==> config.mk <==
export PLATFORM = sky130hd
export DESIGN_NAME = hello_sequencer
export DESIGN_NICKNAME = d
export VERILOG_FILES = /design/src/rtl/hello_pkg.sv /design/src/rtl/hello_sequencer.sv
export SDC_FILE = /design/constraint.sdc
export NUM_CORES = 1
export LEC_CHECK = 0
export CORE_MARGIN = 2
export CORE_UTILIZATION = 63
export CTS_BUF_LIST = sky130_fd_sc_hd__clkbuf_16
export DETAILED_ROUTE_END_ITERATION = 16
export PLACE_DENSITY = 0.84
export RECOVER_POWER = 100
export SLEW_MARGIN = 20
export SYNTH_ARGS = -nofsm -noshare
export SYNTH_HDL_FRONTEND = slang
export SYNTH_SLANG_ARGS = --single-unit
==> constraint.sdc <==
create_clock -name i_clk -period 6.2 [get_ports i_clk]
set_input_delay 0.93 -clock i_clk [delete_from_list [all_inputs] [get_ports i_clk]]
set_output_delay 0.93 -clock i_clk [all_outputs]
set_load 0.02 [all_outputs]
==> src/rtl/hello_pkg.sv <==
// Shared types and message ROM for the hello_sequencer producer.
// Holds the FSM state type, message length and the byte lookup.
package hello_pkg;

  typedef enum logic [1:0] {
    IDLE  = 2'd0,
    SEND  = 2'd1,
    PAUSE = 2'd2
  } state_t;

  localparam int unsigned MSG_LEN = 15;
  localparam logic [3:0] LAST_IDX = 4'(MSG_LEN - 1);

  // "Hello, World!\r\n"
  function automatic logic [7:0] msg_byte(input logic [3:0] idx);
    case (idx)
      4'd0:    return 8'h48;
      4'd1:    return 8'h65;
      4'd2:    return 8'h6C;
      4'd3:    return 8'h6C;
      4'd4:    return 8'h6F;
      4'd5:    return 8'h2C;
      4'd6:    return 8'h20;
      4'd7:    return 8'h57;
      4'd8:    return 8'h6F;
      4'd9:    return 8'h72;
      4'd10:   return 8'h6C;
      4'd11:   return 8'h64;
      4'd12:   return 8'h21;
      4'd13:   return 8'h0D;
      4'd14:   return 8'h0A;
      default: return 8'h00;
    endcase
  endfunction

endpackage

==> src/rtl/hello_sequencer.sv <==
// Streams "Hello, World!\r\n" one byte at a time on a wr/busy handshake.
// Ports: i_clk, i_reset_n, i_start, i_busy in; o_wr, o_data, o_active, o_done out.
module hello_sequencer #(
  parameter logic [23:0] PAUSE_CLKS  = 24'd12_000_000,
  parameter logic        AUTO_REPEAT = 1'b1,
  parameter logic        AUTO_START  = 1'b1
) (
  input  logic       i_clk,
  input  logic       i_reset_n,
  input  logic       i_start,
  input  logic       i_busy,
  output logic       o_wr,
  output logic [7:0] o_data,
  output logic       o_active,
  output logic       o_done
);

  import hello_pkg::*;

  state_t      state;
  state_t      state_n;
  logic [3:0]  idx;
  logic [3:0]  idx_n;
  logic [23:0] cnt;
  logic [23:0] cnt_n;
  logic        pend;
  logic        pend_n;
  logic        wr_n;
  logic [7:0]  data_n;
  logic        done_n;
  logic        active_n;
  logic        accept;

  assign accept = o_wr && !i_busy;

  always_ff @(posedge i_clk or negedge i_reset_n) begin
    if (!i_reset_n) begin
      state    <= IDLE;
      idx      <= 4'd0;
      cnt      <= 24'd0;
      pend     <= AUTO_START;
      o_wr     <= 1'b0;
      o_data   <= 8'h00;
      o_done   <= 1'b0;
      o_active <= 1'b0;
    end else begin
      state    <= state_n;
      idx      <= idx_n;
      cnt      <= cnt_n;
      pend     <= pend_n;
      o_wr     <= wr_n;
      o_data   <= data_n;
      o_done   <= done_n;
      o_active <= active_n;
    end
  end

  always_comb begin
    state_n = state;
    idx_n   = idx;
    cnt_n   = cnt;
    pend_n  = pend;
    wr_n    = o_wr;
    data_n  = o_data;
    done_n  = 1'b0;
    unique case (state)
      IDLE: begin
        wr_n = 1'b0;
        if (i_start || pend) begin
          state_n = SEND;
          idx_n   = 4'd0;
          data_n  = msg_byte(4'd0);
          wr_n    = 1'b1;
          pend_n  = 1'b0;
        end
      end
      SEND: begin
        if (accept) begin
          if (idx == LAST_IDX) begin
            wr_n    = 1'b0;
            done_n  = 1'b1;
            cnt_n   = PAUSE_CLKS - 24'd1;
            state_n = PAUSE;
          end else begin
            idx_n  = idx + 4'd1;
            data_n = msg_byte(idx + 4'd1);
          end
        end
      end
      PAUSE: begin
        wr_n = 1'b0;
        if (cnt == 24'd0) begin
          if (AUTO_REPEAT) begin
            state_n = SEND;
            idx_n   = 4'd0;
            data_n  = msg_byte(4'd0);
            wr_n    = 1'b1;
          end else begin
            state_n = IDLE;
          end
        end else begin
          cnt_n = cnt - 24'd1;
        end
      end
      default: begin
        state_n = IDLE;
        wr_n    = 1'b0;
      end
    endcase
    // Registered so o_active tracks the state it is entering.
    active_n = (state_n != IDLE);
  end

`ifdef FORMAL
  logic f_past_valid;

  always_ff @(posedge i_clk or negedge i_reset_n) begin
    if (!i_reset_n) f_past_valid <= 1'b0;
    else            f_past_valid <= 1'b1;
  end

  always @(posedge i_clk) begin
    if (f_past_valid && i_reset_n && $past(i_reset_n)) begin
      if ($past(o_wr && i_busy))
        assert (o_data == $past(o_data));
      if (o_done)
        assert ($past(accept && (idx == LAST_IDX)));
    end
    assert (idx <= LAST_IDX);
    if (o_wr)
      assert (state == SEND);
  end
`endif

endmodule

; ---- After elaboration in Yosys (flattened, before gate mapping)
; Memories as Yosys holds them, arrays and structs flattened.
; Cells that the tools add are included.
; Widths: inputs -> output; s select.
[word_totals]
register_bits = 42
mem_bits_ro = 112
input_bits = 4
out_inout_bits = 11
word_cells = 59
mem_count = 1
[op_classes]
addsub = 2
n_eq_ne = 9
n_mux = 27
reduce_logical = 12
[memory_table]
columns = memory, depth, width, rd, rd_ports_with_merged_regs, write_ports, line_no
row1 = (name not given), 16, 7, 1, 0, 0, hello_pkg.sv:16  ; case (idx)
[op_table]
columns = op, n
row1 = $mux 24, 3
row2 = $pmux 24 s2, 1
row3 = $mux 8, 4
row4 = $logic_not 24->1, 1
row5 = $pmux 8 s3, 1
row6 = $sub 24x1->24 const B, 1
row7 = $mux 4, 4
row8 = $ne 2x2->1 const B, 6
row9 = $pmux 4 s3, 1
row10 = $mux 2, 4
row11 = $mux 1, 7
row12 = $pmux 2 s3, 1
row13 = $reduce_and 5->1, 1
row14 = $add 4x1->4 const B, 1
row15 = $eq 4x4->1 const B, 1
row16 = $reduce_and 2->1, 2
row17 = $reduce_and 4->1, 1
row18 = $reduce_bool 2->1, 2
row19 = $pmux 1 s3, 1
row20 = $reduce_bool 3->1, 1
row21 = $eq 2x1->1 const B, 1
row22 = $eq 2x2->1 const B, 1
row23 = $logic_not 2->1, 1
row24 = $logic_and 1x1->1, 1
row25 = 2 further kinds, 2

; ---- Logic depth before layout (Yosys ltp)
; Gate-level depths: netlist of run 1.
[depth]
ltp_word = 5
ltp_mapped = 8
ltp_nobuf = 7

; ---- Least setup slack after synthesis of run 1
; Ideal clock, no wire load.
[synth_path]
kind = register to register
from = register cnt[0]
to = register cnt[6]
setup_ns = 0.079
arrival_ns = 2.132
t_required_ns = 6.121
path_slack_ns = 3.989
stages_incl_launch_ff = 8
n_path_buf = 0
period_less_slack_ns = 2.211
path_cell_list = dfrtp_1 inv_1 ha_1 or3b_2 or3_4 o31ai_2 or3_1 mux2i_1
[synth_via]
elab_chain_cells = 3
word_cells_on_any_way = 6
cone_classes = 1 x add/sub / 1 x eq/ne / 2 x mux / 2 x reduce/logical
[synth_rtl]
columns = element, line_no
row1 = "start, declared", hello_sequencer.sv:24  ; logic [23:0] cnt;
row2 = "start signal, assigned", hello_sequencer.sv:49  ; cnt <= cnt_n;
row3 = $sub 24x1->24 / $logic_not 24->1 (equally long branches), "hello_sequencer.sv:102, hello_sequencer.sv:92"
row4 = $mux 24 / $ne 2x2->1 (equally long branches), --
row5 = $pmux 24 s2 / $reduce_and 4->1 (equally long branches), --
; Several ways; a longest one is shown, not always the timed one. The select of a mux whose other input is x is not followed.
; A chain may end at the register's enable or synchronous reset.

; ---- Final worst setup path of run 1
[layout_path]
from = register cnt[0]
to = register cnt[11]
; The elaborated chain is that of the path after synthesis.

==> results of run 1 <==
-- path summary, 6_finish.rpt --
kind                                   to  cells after the start
worst max-delay path              cnt[11]                      7
worst min register to register       pend                      1
max in group asynchronous         cnt[22]                      1
worst max register to register    cnt[11]                      7
min in group asynchronous       o_data[0]                      1
worst min-delay path                 pend                      1
-- routing by layer --
metal  track usage  part of all wire  vias to the layer above
met3       0.05137             0.055                        6
met2        0.4331              0.50                       63
met4       0.07813             0.013                        0
met1        0.3597              0.43                      982
li1              -                 -                      951
met5             0                 0                        -
-- flip-flops by register name, indices dropped and copies added, names as in the netlist --
register  flops
cnt          24
o_data        7
idx           4
state         2
o_active      1
o_done        1
o_wr          1
pend          1
-- final cells by class --
cell class / instances / area [um2]
Clock buffer: 5 / 125.1
Clock inverter: 3 / 12.51
Fill cell: 289 / 1052
Inverter: 12 / 45.04
Multi-Input combinational cell: 187 / 1211
Sequential cell: 41 / 1027
Tap cell: 48 / 60.06
Timing Repair Buffer: 14 / 127.6
-- critical path, cell delays in order (launching register included) --
cell and delay [ps]:
dfrtp_1 430, inv_1 80, ha_1 180, or3b_2 500, or3_1 410, o31ai_1 810, or4_1 210, nand3_1 70
-- layout by cell type (no fill, tap or decap), types with 5 or more instances in the layout --
cell type,n
a31oi_1,6
nor2_1,14
clkbuf_16,5
mux2i_1,6
ha_1,9
a211oi_1,5
nand3_1,8
dfrtp_1,40
a21oi_1,10
dlygate4sd3_1,12
o21ai_0,17
o31ai_1,8
nand2_1,23
nor4_1,7
nor3_1,13
or3_1,6
or4_1,7
inv_1,12
-- cells by family (layout without fill, tap and decap cells) --
logic type / after synthesis / count (layout) / synth area share
muxes: 6 / 6 / 0.02504
adders and majority gates: 9 / 9 / 0.04695
other: 1 / 1 / 0.001563
DFF: 41 / 41 / 0.4283
buffers and inverters: 28 / 34 / 0.05060
AOI/OAI and AO/OA: 66 / 66 / 0.1909
xor gates and xnor gates: 7 / 7 / 0.02870
and+or+nand+nor: 98 / 98 / 0.2280
-- through the flow --
| step | setup slack, ps | instances | hold slack (ps) | utilization | area (um2) |
|---|---|---|---|---|---|
| after CTS | 3490 | 310 | 470.8 | 0.7245 | 2653 |
| after global placement | 3327 | 302 | 458.1 | 0.6869 | 2515 |
| final | 3339 | 310 | 466.9 | 0.7126 | 2609 |
| after detailed placement | 3197 | 302 | 462.7 | 0.6869 | 2515 |
| after floorplan | 3989 | 256 | 439.2 | - | 2399 |
| after global routing | 3079 | 310 | 481.5 | 0.7126 | 2609 |
-- power by group through the flow --
stage / combinational [uW] / clock, uW / sequential (uW)
floorplan: 190 / 0 / 379
global placement: 304 / 0 / 358
detailed placement: 319 / 0 / 362
CTS: 323 / 246 / 357
global route: 349 / 258 / 365
finish: 313 / 242 / 357
==> summary.md, run 1 <==
| Metric | Value |
|---|---|
| DR vias/cell | `6.458` |
| Net Sw Frac | `0.3625` |
| Die footprint | `4316 um2` |
| CP Data Arrival Time | `2980 ps` |
| WS Path Type | `reg2reg` |
| Fmax achieved | `349.5 MHz` |
| Worst Clk Skew | `6.718 ps` |
| Hold Crit Start | `pend` |
| Top cells by count, synth | `dfrtp_1, nand2_1, o21ai_0` |
| Share of the yosys chip area belonging to registers | `0.4283` |
| Crit. End Element | `flop` |
| DRC Markers | `0` |
| Initial Util | `0.6552` |
| Synth cell types | `55` |
| Top-count cell post-synth | `dfrtp_1` |
| Num CTS Buffers | `5` |
| Post-CTS resize count | `0` |
| CTS Root Cell | `clkbuf_16` |
| Ys flop type | `dfrtp_1` |
| Dpl hpwl | `approximately 3.5 mm` |
| R2R Path Start | `cnt[0]` |
| Vias | `2,002` |
| Core area | `3661 um2` |
| Tot GR Track Use | `0.2655` |
| Failing checks | `max-capacitance violations, max-slew violations` |
| Initial DRC count | `between 100 and 150` |
| Pin slew with the least headroom to its limit | `2139 ps` |
| P_int | `581.6 uW` |
| Post-synth EDFFs | `0` |
| Gpl congestion | `~0.8` |
| Rows | `22` |
| Pins Over Slew Limit | `42` |
| Wirelength, routed | `5.132 mm` |
| Clock Sinks | `about 40` |
| Die W | `65.70 um` |
| Final setup violation count | `0` |
| Power Density | `349.7 nW/um2` |
| H-tree depth | `2` |
| Launch point of the worst path | `cnt[0]` |
| Startpoint types | `flop` |
| Total Power | `roughly 910 uW` |
| Leak | `0.0009975 uW` |
| Worst ir drop on vdd | `0.0001676 V` |
| Reg power frac | `0.391` |
| # IOs | `15` |
| Layout cell share with drive strength beyond 1 | `0.04580` |
| TritonCTS clock tree | `built` |
| WL/cell | `16.55 um` |
| Clock-pin slew on the worst setup and hold paths | `60 ps` |
| Clk buf depth | `2` |
| First-pass DRT Iterations | `4` |
| Yosys reg bits | `41` |
| Pin count of the biggest net entering global routing | `42` |
| Power share of the combinational group | `0.344` |
| Die height | `65.70 um` |
| Number of post-CTS setup repair buffers | `0` |
| Fin. Hold Viols | `0` |
| # diodes | `0` |
| Final nets | `274` |
| Post-synthesis area per instance | `9.369 um2` |
| Synth-to-Final Area Change | `8.764%` |
| Share of the synthesized area in the top cell type | `0.4173` |
| Ys async rst share | `1.000` |
| Worst skew pair latency | `about 280 ps` |
| Worst EP required | `6320 ps` |
| Max cap viols | `1` |
| Setup TNS | `0 ps` |
| Crit share post-route | `0.4615` |
| Post-Syn Area | `2399 um2` |
| Highest net fanout along the worst path | `7` |
| Status | `finished, violations left` |
| Initial antenna violation count | `0` |
| CTS Hold Bufs | `0` |
| Synth warn | `0` |
| Tmin final | `2861 ps` |
| Total global routing overflow | `0` |
| Largest area contributor in the netlist | `dfrtp_1` |
| Area contributors post-synth | `dfrtp_1, ha_1, nand2_1` |
| Mapped Nets | `269` |
| Net Switching | `330.7 uW` |
| Worst relative slew slack | `-0.4261` |
| Antenna Nets Post-Route | `0` |
| Cells after synthesis | `roughly 260` |
| Port Buf Inserts | `13` |
| RSZ-0062 raised after global routing | `no` |
| Clock Power Share | `0.265` |
| HP Class | `reg2reg` |
| Number of global-route vias before repair | `1,852` |
| First-pass GRT wire length | `slightly below 9 mm` |
| R2R setup slack | `3340 ps` |
(Power assumes the default switching activity.)
==> run 2: changes to the inputs <==
Settings changed: CORE_UTILIZATION 63 to 53, PLACE_DENSITY 0.84 to 0.75.
Clock period 6.2 ns to 2.6 ns, I/O delays scaled along.
==> run 2 against run 1 <==
Compared with the run above: the run still ends with max-capacitance violations, max-slew violations left; register-to-register slack lost 3100 ps; hold slack is essentially flat; setup slack lost 3100 ps; via count shrank 5.0%; design area grew 2.9%; clock-buffer cell count is the same; utilization shrank 9.6 points; routed wire length shrank 6.9%; critical endpoint is now cnt[21]; largest power group unchanged.
==> summary.md, run 2 (same netlist as run 1, synthesis figures left out) <==
| Metric | Value |
|---|---|
| Dpl hpwl | `3.225 mm (-8.3%)` |
| Worst skew pair latency | `280 ps (about the same)` |
| DRC Markers | `0 (unchanged)` |
| CTS Root Cell | `clkbuf_16` |
| Final setup violation count | `0 (unchanged)` |
| Pins Over Slew Limit | `42 (unchanged)` |
| HP Class | `reg2reg` |
| Worst relative slew slack | `-0.4153 (+0.01081)` |
| Die W | `71.27 um (+8.5%)` |
| Net Sw Frac | `0.3363 (-0.02622)` |
| Max cap viols | `1 (unchanged)` |
| Final worst slack | `204.6 ps (-3134 ps)` |
| WL/cell | `15.07 um (-9.0%)` |
| Clock-pin slew on the worst setup and hold paths | `60 ps (about the same)` |
| Pre-CTS WS | `218.6 ps (-2978 ps)` |
| WHS Path Cells | `1 (unchanged)` |
| Largest register FFs | `24 (unchanged)` |
| Rows | `24 (+9.1%)` |
| Initial DRC count | `93 (-31%)` |
| Num CTS Buffers | `5 (unchanged)` |
| Final nets | `277 (+1.1%)` |
| Worst ir drop on vdd | `0.0003901 V (+130%)` |
| Worst Clk Skew | `3.646 ps (-3.073 ps)` |
| Port Buf Inserts | `13 (unchanged)` |
| Total global routing overflow | `0 (unchanged)` |
| CP Data Arrival Time | `2540 ps (-440 ps)` |
| Util after Layout | `0.6164 (-0.09620)` |
| Crit share post-route | `0.9213 (+0.4598)` |
| Pin slew with the least headroom to its limit | `2123 ps (-16.21 ps)` |
| Worst EP required | `2740 ps (-3580 ps)` |
| Failing checks | `max-capacitance violations, max-slew violations` |
| Most frequent cells in the layout | `dfrtp_1, nand2_1, o21ai_0, nor2_1` |
| R2R setup slack | `200 ps (-3130 ps)` |
| DR vias/cell | `6.000 (-7.1%)` |
| Commonest non-fill, non-tap cell in the layout | `dfrtp_1` |
| Net Switching | `755.2 uW (+130%)` |
| TritonCTS clock tree | `built` |
| R2R Path Start | `cnt[0]` |
| Layout cell share with drive strength beyond 1 | `0.06792 (+0.02212)` |
| Clock Power Share | `0.304 (+0.039)` |
| Cell class contributing the biggest share of worst-path delay | `simple AND/OR/NAND/NOR gates` |
| Vias | `1,902 (-5.0%)` |
| CP peak stage delay | `500 ps (-310 ps)` |
| Bufs and invs on worst path | `1 (unchanged)` |
| P_int | `1491 uW (+160%)` |
| Power Density | `836.8 nW/um2 (+140%)` |
| H-tree depth | `2 (unchanged)` |
| Power share of the combinational group | `0.319 (-0.025)` |
| Highest net fanout along the worst path | `6 (-1)` |
| Slowest-stage cell, CP | `or3b_2` |
| Final instance area | `2684 um2 (+2.9%)` |
| Crit. End Element | `flop` |
| Leading registers by flop count | `cnt x24, o_data x7, idx x4` |
| Tmin final | `2395 ps (-466.1 ps)` |
| Die footprint | `5079 um2 (+18%)` |
| Initial antenna violation count | `0 (unchanged)` |
| Number of post-CTS setup repair buffers | `0 (unchanged)` |
| Crit-path cells | `inv_1 -> ha_1 -> or3b_2 -> or3_4 -> o211ai_1 -> nor4_1 -> mux2i_1` |
| Wirelength, routed | `4.778 mm (-6.9%)` |
| Top reg by flops | `cnt` |
| # diodes | `0 (unchanged)` |
| Fmax achieved | `417.5 MHz (+19%)` |
| Hold Crit Start | `pend` |
| Status | `finished, violations left` |
| Antenna Nets Post-Route | `0 (unchanged)` |
| Post-CTS resize count | `0 (unchanged)` |
| Post-DP Area | `2542 um2 (+1.1%)` |
| Reg power frac | `0.376 (-0.015)` |
| First-pass DRT Iterations | `4 (unchanged)` |
| Startpoint types | `flop` |
| Die height | `71.27 um (+8.5%)` |
| Number of global-route vias before repair | `1,753 (-5.3%)` |
| Reg-to-reg endpoint | `cnt[21]` |
| WS Path Type | `reg2reg` |
| Gpl congestion | `0.8239 (about the same)` |
| Pin count of the biggest net entering global routing | `42 (unchanged)` |
| First-pass GRT wire length | `8.286 mm (-4.4%)` |
| Worst Hold Path EP | `pend` |
| Clock Sinks | `41 (unchanged)` |
| Setup TNS | `0 ps (unchanged)` |
| Total Power | `2246 uW (+150%)` |
| Tot GR Track Use | `0.2039 (-0.06158)` |
| Filler cells | `392 (+36%)` |
| # IOs | `15 (unchanged)` |
| Leak | `0.001023 uW (+2.6%)` |
| Synth-to-Final Area Change | `11.89%` |
| RSZ-0062 raised after global routing | `no` |
| Clk buf depth | `2 (unchanged)` |
| Reg2reg path depth | `7 (unchanged)` |
| CTS Hold Bufs | `0 (unchanged)` |
| Core area | `4354 um2 (+19%)` |
| Fin. Hold Viols | `0 (unchanged)` |
| Initial Util | `0.5509 (-0.1043)` |
-- run 2: final cells by class --
| cell class | count | area (um2) | share of cell area |
|---|---|---|---|
| multi-input cells | 187 | 1230 | 0.4583 |
| flip-flops and latches | 41 | 1027 | 0.3828 |
| repair buffers | 17 | 153.9 | 0.05734 |
| clock buffers | 5 | 125.1 | 0.04662 |
| well taps | 52 | 65.06 | 0.02424 |
| inverters | 12 | 45.04 | 0.01678 |
| clock inverters | 3 | 37.54 | 0.01399 |
-- run 2: power by group through the flow --
stage          clock [uW]  combinational, uW  sequential [uW]
6_report              683                717              845
5_1_grt               722                812              863
4_1_cts               689                740              848
3_5_place_dp            0                737              858
3_3_place_gp            0                728              853
2_1_floorplan           0                452              905
-- run 2: routing by layer --
metal	global-route usage	wire length [um]	vias up
met1	0.3066	2395	893
li1	-	-	954
met4	0.05031	54	0
met5	0	0	-
met3	0.04219	267	7
met2	0.3035	2061	48
-- run 2: per-stage QoR --
stage | cells | hold slack (ps)
2_1_floorplan | 256 | 94.41
3_3_place_gp | 309 | 456.3
3_5_place_dp | 309 | 460.5
4_1_cts | 317 | 275.3
5_1_grt | 317 | 489.6
6_report | 317 | 466.6
-- run 2: worst max path at each step --
| stage | start | to | slack (ps) | depth (start not counted) |
|---|---|---|---|---|
| floorplan | cnt[0] | cnt[6] | 390 | 7 |
| global placement | cnt[18] | cnt[2] | 320 | 5 |
| detailed placement | cnt[0] | cnt[6] | 220 | 7 |
| CTS | cnt[0] | cnt[6] | 240 | 7 |
| global route | cnt[0] | cnt[12] | 60 | 7 |
| finish | cnt[0] | cnt[21] | 200 | 7 |
==> run 3: changes to the inputs <==
Settings changed: TNS_END_PERCENT from default to 50.
==> results of run 3 <==
No change in the layout: final DEF, timing and power equal those of run 2.
